`config.mk`:
```
export PLATFORM = sky130hd
export DESIGN_NAME = data_serializer
export DESIGN_NICKNAME = d
export VERILOG_FILES = /design/src/rtl/data_serializer.sv
export SDC_FILE = /design/constraint.sdc
export NUM_CORES = 1
export LEC_CHECK = 0
export BUFFER_PORTS_ARGS = -buffer_cell sky130_fd_sc_hd__buf_2
export CORE_ASPECT_RATIO = 0.8
export CORE_MARGIN = 2
export CORE_UTILIZATION = 30
export CTS_CLUSTER_DIAMETER = 50
export DETAILED_ROUTE_END_ITERATION = 8
export PLACE_DENSITY = 0.47
export SKIP_CTS_REPAIR_TIMING = 1
export SYNTH_ARGS = -nofsm -noshare
export SYNTH_HDL_FRONTEND = slang
export SYNTH_SLANG_ARGS = --single-unit
```
`constraint.sdc`:
```
create_clock -name CLK -period 13.85 [get_ports CLK]
set_clock_uncertainty 0.15 [all_clocks]
set_input_delay 0.6925 -clock CLK [delete_from_list [all_inputs] [get_ports CLK]]
set_output_delay 0.6925 -clock CLK [all_outputs]
set_load 0.02 [all_outputs]
```
`src/rtl/data_serializer.sv`:
```
// rtl/data_serializer.sv - 2:1 width-halving serializer with a 2-entry input buffer
module data_serializer #(
    parameter int DOUT_WIDTH = 128,
    parameter bit LOW_FIRST  = 1'b1
) (
    input  logic                    CLK,
    input  logic                    RESETN,
    input  logic                    iVALID,
    output logic                    oREADY,
    input  logic [2*DOUT_WIDTH-1:0] DIN,
    output logic                    oVALID,
    input  logic                    iREADY,
    output logic [DOUT_WIDTH-1:0]   DOUT,
    output logic                    oLAST
);

    logic [2*DOUT_WIDTH-1:0] mem [2];
    logic                    wr_ptr;
    logic                    rd_ptr;
    logic [1:0]              count;
    logic                    beat;

    logic                    push;
    logic                    xfer;
    logic                    pop;
    logic                    sel_high;
    logic [2*DOUT_WIDTH-1:0] head;

    // oREADY is gated by RESETN so it drops the moment reset asserts,
    // and otherwise depends only on the registered fill level.
    assign oREADY   = RESETN & (count != 2'd2);
    assign oVALID   = (count != 2'd0);
    assign oLAST    = oVALID & beat;

    assign push     = iVALID & oREADY;
    assign xfer     = oVALID & iREADY;
    assign pop      = xfer & beat;

    // Beat 0 is the low half when LOW_FIRST is set, the high half otherwise.
    assign sel_high = LOW_FIRST ? beat : ~beat;
    assign head     = mem[rd_ptr];

    // Output mux: head-entry half, or all ones while nothing is buffered.
    always_comb begin
        DOUT = '1;
        if (oVALID) begin
            DOUT = sel_high ? head[2*DOUT_WIDTH-1:DOUT_WIDTH] : head[DOUT_WIDTH-1:0];
        end
    end

    // Buffer storage; contents need no reset since count gates visibility.
    always_ff @(posedge CLK) begin
        if (push) begin
            mem[wr_ptr] <= DIN;
        end
    end

    // Pointers, fill level and beat index; reset drops any partial word.
    always_ff @(posedge CLK or negedge RESETN) begin
        if (!RESETN) begin
            wr_ptr <= 1'b0;
            rd_ptr <= 1'b0;
            count  <= 2'd0;
            beat   <= 1'b0;
        end else begin
            if (push) begin
                wr_ptr <= ~wr_ptr;
            end
            if (xfer) begin
                beat <= ~beat;
            end
            if (pop) begin
                rd_ptr <= ~rd_ptr;
            end
            case ({push, pop})
                2'b10:   count <= count + 2'd1;
                2'b01:   count <= count - 2'd1;
                default: count <= count;
            endcase
        end
    end

endmodule

```
==> results.md <==
- Across every metal layer, demand over resource in global routing totals 0.129.
- The number of warning messages in the yosys log is 0.
- Across the run, the number of max-cap violations was 0.
- In this run the core area contains 83 standard-cell rows.
- The worst path in the final design needs a cycle of 4810 ps, including I/O delays and setup.
- The tree is rooted in a sky130_fd_sc_hd__clkbuf_16.
- TritonCTS built the clock tree.
- The leakage dissipation is ~0.0084 uW.
- Ranked by instance count, the synthesized netlist is headed by sky130_fd_sc_hd__edfxtp_1 (512), sky130_fd_sc_hd__mux4_2 (128), sky130_fd_sc_hd__or2_1 (110).
- The mean number of vias per cell is ~4.5.
- Detailed placement finished with a half-perimeter wire length of roughly 28,000 um.
- Synthesis inferred just over 500 register bits.
- The boundary pin count is approximately 390.
- The worst setup path is launched from a flop.
- The achievable clock frequency is approximately 210 MHz.
- The source of the critical timing path is rd_ptr.
- STA puts the critical path data arrival time at approximately 4000 ps.
- The pin count of the biggest net entering global routing is ~140.
- The wire length after detailed routing is 44,300 um.
- The slew at the pin closest to its max-slew limit is between 1000 and 1500 ps.
- The per-cell routed wire length is between 20 and 25 um.
- The first-pass GRT wire length is ~65,000 um.
- The count of pins over their slew limit is 0.
- The critical setup path kind is flop to primary output.
- Input and output buffers added on the ports amount to 390.
- Synthesis instantiated 19 different standard cells from the library.
- Synthesis handed over a netlist of 834 instances.
- The H-tree depth is 2.
- Traced cell by cell, the critical path runs through buf_4 > buf_4 > mux4_2 > or2_1 > buf_2.
- The post-synthesis sequential area ratio is 0.792.
- Global routing finished with a remaining overflow of 0.
- The longest clock path from root to sink contains 3 buffers.
- The initial antenna violation count came to 18.
- In the post-synthesis netlist, the biggest area contributors are sky130_fd_sc_hd__edfxtp_1 (79%), sky130_fd_sc_hd__mux4_2 (15%), sky130_fd_sc_hd__or2_1 (3.5%).
- The beginning of the worst register-to-register path is count[0].
- Measured against its own limit, the worst slew margin works out to 0.272.
- The initial detailed-routing violation count is between 600 and 700.
- The number of detailed-route iterations in the first pass is 4.
- The post-route setup TNS is 0 ps.
- The die span in x is between 200 and 300 um.
- The number of failing setup endpoints in the final timing report is 0.
- The clock latency reported for the late side of the worst-skew pair is just under 600 ps.
- The min-delay analysis places its worst path in the category primary input to flop.
- The number of buffers inserted during clock tree synthesis is 57.
- The total placed cells including tap cells is ~2,000.
- Counting the fill cells in the layout gives between 6,000 and 7,000.
- The net total in the final layout is around 1,500.
- The flow ran to the end, and the final reports show no timing, DRC or antenna violations.
- The most frequently used flop master after synthesis is sky130_fd_sc_hd__edfxtp_1.
- The synthesized design spends more area on one cell type than any other, namely sky130_fd_sc_hd__edfxtp_1.
- Yosys mapped a number of flops with a built-in enable equal to 512.
- The area growth from synthesis to layout is 24.0%.
- The total die area is 67,300 um2.
- The die height is roughly 230 um.
- The final weighted congestion of routability-driven global placement is around 0.73.
- STA puts the critical path data required time at roughly 13,000 ps.
- Summing all multi-input logic gate instances after layout gives about 3800 um2.
- The total via count in the routed design is a little under 10,000.
- After floorplanning, the core was sized to cover 64,400 um2.
- The number of nets with antenna violations after detailed routing is 0.
- The number of global-route vias before repair is 10,331.
- In this design, the stage delay of the slowest critical-path cell is a little over 800 ps.
- The initial cell density of the core is 0.304.
- The final non-filler cell total is approximately 2,200.
- The most common cell in the synthesized netlist is sky130_fd_sc_hd__edfxtp_1.
- Of all flip-flops after synthesis, the portion carrying an async set or reset was 0.00967.
- The slowest stage of the critical path belongs to the cell sky130_fd_sc_hd__dfrtp_4.
- When the netlist entered floorplanning its net count stood at between 1,000 and 1,500.
- Setup repair after global routing left no endpoint under its margin.
- The area fraction of the dominant cell type after synthesis is 0.785.
- After synthesis the cells add up to about 20,000 um2.
- The final period utilization is 0.347.
- In this run the most critical hold path is launched from DIN[64].
- Summing all flip-flop and latch instances after layout gives roughly 16,000 um2.
- The number of endpoints with negative hold slack in the final report came to 0.
- Final hold analysis gives a worst-case slack of approximately 130 ps.
- The final standard cell utilization of the core is 0.377.
- Overall power consumption after layout is estimated at 5200 uW.
- After synthesis, the mean cell area works out to 23.5 um2.
- The maximum fanout along the worst path is 35.
- The sort of element at the end of the critical path is a primary output.
- The DRC violations left is 0.
- The clock-pin slew of the registers on the worst-case setup and hold paths is about 60 ps.
- The largest voltage drop on the vdd net is roughly 0.13 mV.
- Counting stages on the worst path, the most repeated cell is sky130_fd_sc_hd__buf_4.
- Of the cells placed in the final design, the portion with a size suffix greater than 1 is 0.492.
- Counting every sink on the clock net gives ~520.
- The power density normalized to cell area is approximately 210 nW/um2.
[metal layers]
| layer | track usage | vias up | routed length (um) | share of wire |
|---|---|---|---|---|
| met5 | 0 | - | 161 | 0.0036 |
| met3 | 0.0501 | 79 | 3680 | 0.083 |
| met4 | 0.0319 | 22 | 731 | 0.016 |
| li1 | - | 4295 | - | - |
| met2 | 0.212 | 284 | 21500 | 0.48 |
| met1 | 0.160 | 4923 | 18300 | 0.41 |
[kinds of logic after synthesis]
group	after synthesis	share of synthesized area
flops	517	0.792
simple gates	135	0.0426
xor+xnor	6	0.00268
fa+ha+maj	1	0.000639
mux	128	0.147
compound gates	2	0.000767
buf+inv	45	0.0143
[report_power, final]
group	total (uW)	internal [uW]	switching [uW]
clock	1450	835	615
combinational	1720	720	997
sequential	2030	1940	87.5
[placed cells by master, fill, tap and decap left out]
cell | Yosys | final
sky130_fd_sc_hd__dfrtp_4 | 0 | 2
sky130_fd_sc_hd__bufinv_16 | 0 | 3
sky130_fd_sc_hd__clkinv_1 | 0 | 13
sky130_fd_sc_hd__o21a_1 | 1 | 1
sky130_fd_sc_hd__dlygate4sd3_1 | 0 | 1
sky130_fd_sc_hd__or2_1 | 110 | 110
sky130_fd_sc_hd__ha_1 | 1 | 1
sky130_fd_sc_hd__clkbuf_1 | 17 | 6
sky130_fd_sc_hd__buf_12 | 0 | 1
sky130_fd_sc_hd__nor2_1 | 3 | 1
sky130_fd_sc_hd__buf_2 | 11 | 390
sky130_fd_sc_hd__inv_6 | 0 | 5
sky130_fd_sc_hd__o211ai_1 | 1 | 1
sky130_fd_sc_hd__clkinvlp_4 | 0 | 4
sky130_fd_sc_hd__clkbuf_16 | 0 | 59
sky130_fd_sc_hd__buf_4 | 0 | 12
sky130_fd_sc_hd__clkinv_2 | 0 | 10
sky130_fd_sc_hd__or2_2 | 18 | 18
sky130_fd_sc_hd__nor2_4 | 0 | 2
sky130_fd_sc_hd__and3_4 | 0 | 1
sky130_fd_sc_hd__inv_8 | 0 | 3
sky130_fd_sc_hd__inv_1 | 2 | 2
sky130_fd_sc_hd__dfrtp_1 | 5 | 3
sky130_fd_sc_hd__edfxtp_1 | 512 | 512
sky130_fd_sc_hd__xor2_1 | 1 | 1
sky130_fd_sc_hd__mux4_2 | 128 | 128
sky130_fd_sc_hd__xnor2_1 | 5 | 5
sky130_fd_sc_hd__and2_1 | 1 | 1
sky130_fd_sc_hd__clkinv_4 | 0 | 1
sky130_fd_sc_hd__diode_2 | 0 | 4
sky130_fd_sc_hd__and3_1 | 2 | 1
sky130_fd_sc_hd__nand2_1 | 1 | 1
[area by class of cell]
type / instances / share of cell area
Timing Repair Buffer: 404 / 0.0853
Tap cell: 850 / 0.0438
Clock buffer: 65 / 0.0617
Clock inverter: 39 / 0.0126
Multi-Input combinational cell: 272 / 0.157
Antenna cell: 4 / 0.000412
Inverter: 2 / 0.000309
Sequential cell: 517 / 0.639
[registers in the layout, indices dropped and copies added (netlist names)]
signal / flops
mem: 512
wr_ptr: 1
count: 2
beat: 1
rd_ptr: 1
[worst max-delay path, delay by kind of cell (launching register included)]
family | cells | cell delay (ps)
buf+inv | 3 | 1670
flops | 1 | 830
mux | 1 | 590
simple gates | 1 | 270
[per-stage QoR]
step / instance area [um2] / setup WS (ps)
6_report: 24300 / 9040
5_1_grt: 24300 / 8640
4_1_cts: 24300 / 8790
3_5_place_dp: 22500 / 9460
3_3_place_gp: 22500 / 9470
2_1_floorplan: 19600 / 1360
[worst paths after layout]
kind / to / slack, ps / cells after the start
setup / recovery: DOUT[44] / 9040 / 5
hold / removal: mem[0][64] / 130 / 1
min in group asynchronous: wr_ptr / 290 / 2
hold reg to reg: wr_ptr / 410 / 1
max in group asynchronous: beat / 13090 / 2
setup reg to reg: mem[1][12] / 9960 / 4
No activity file was read; power rests on OpenSTA's default activity.
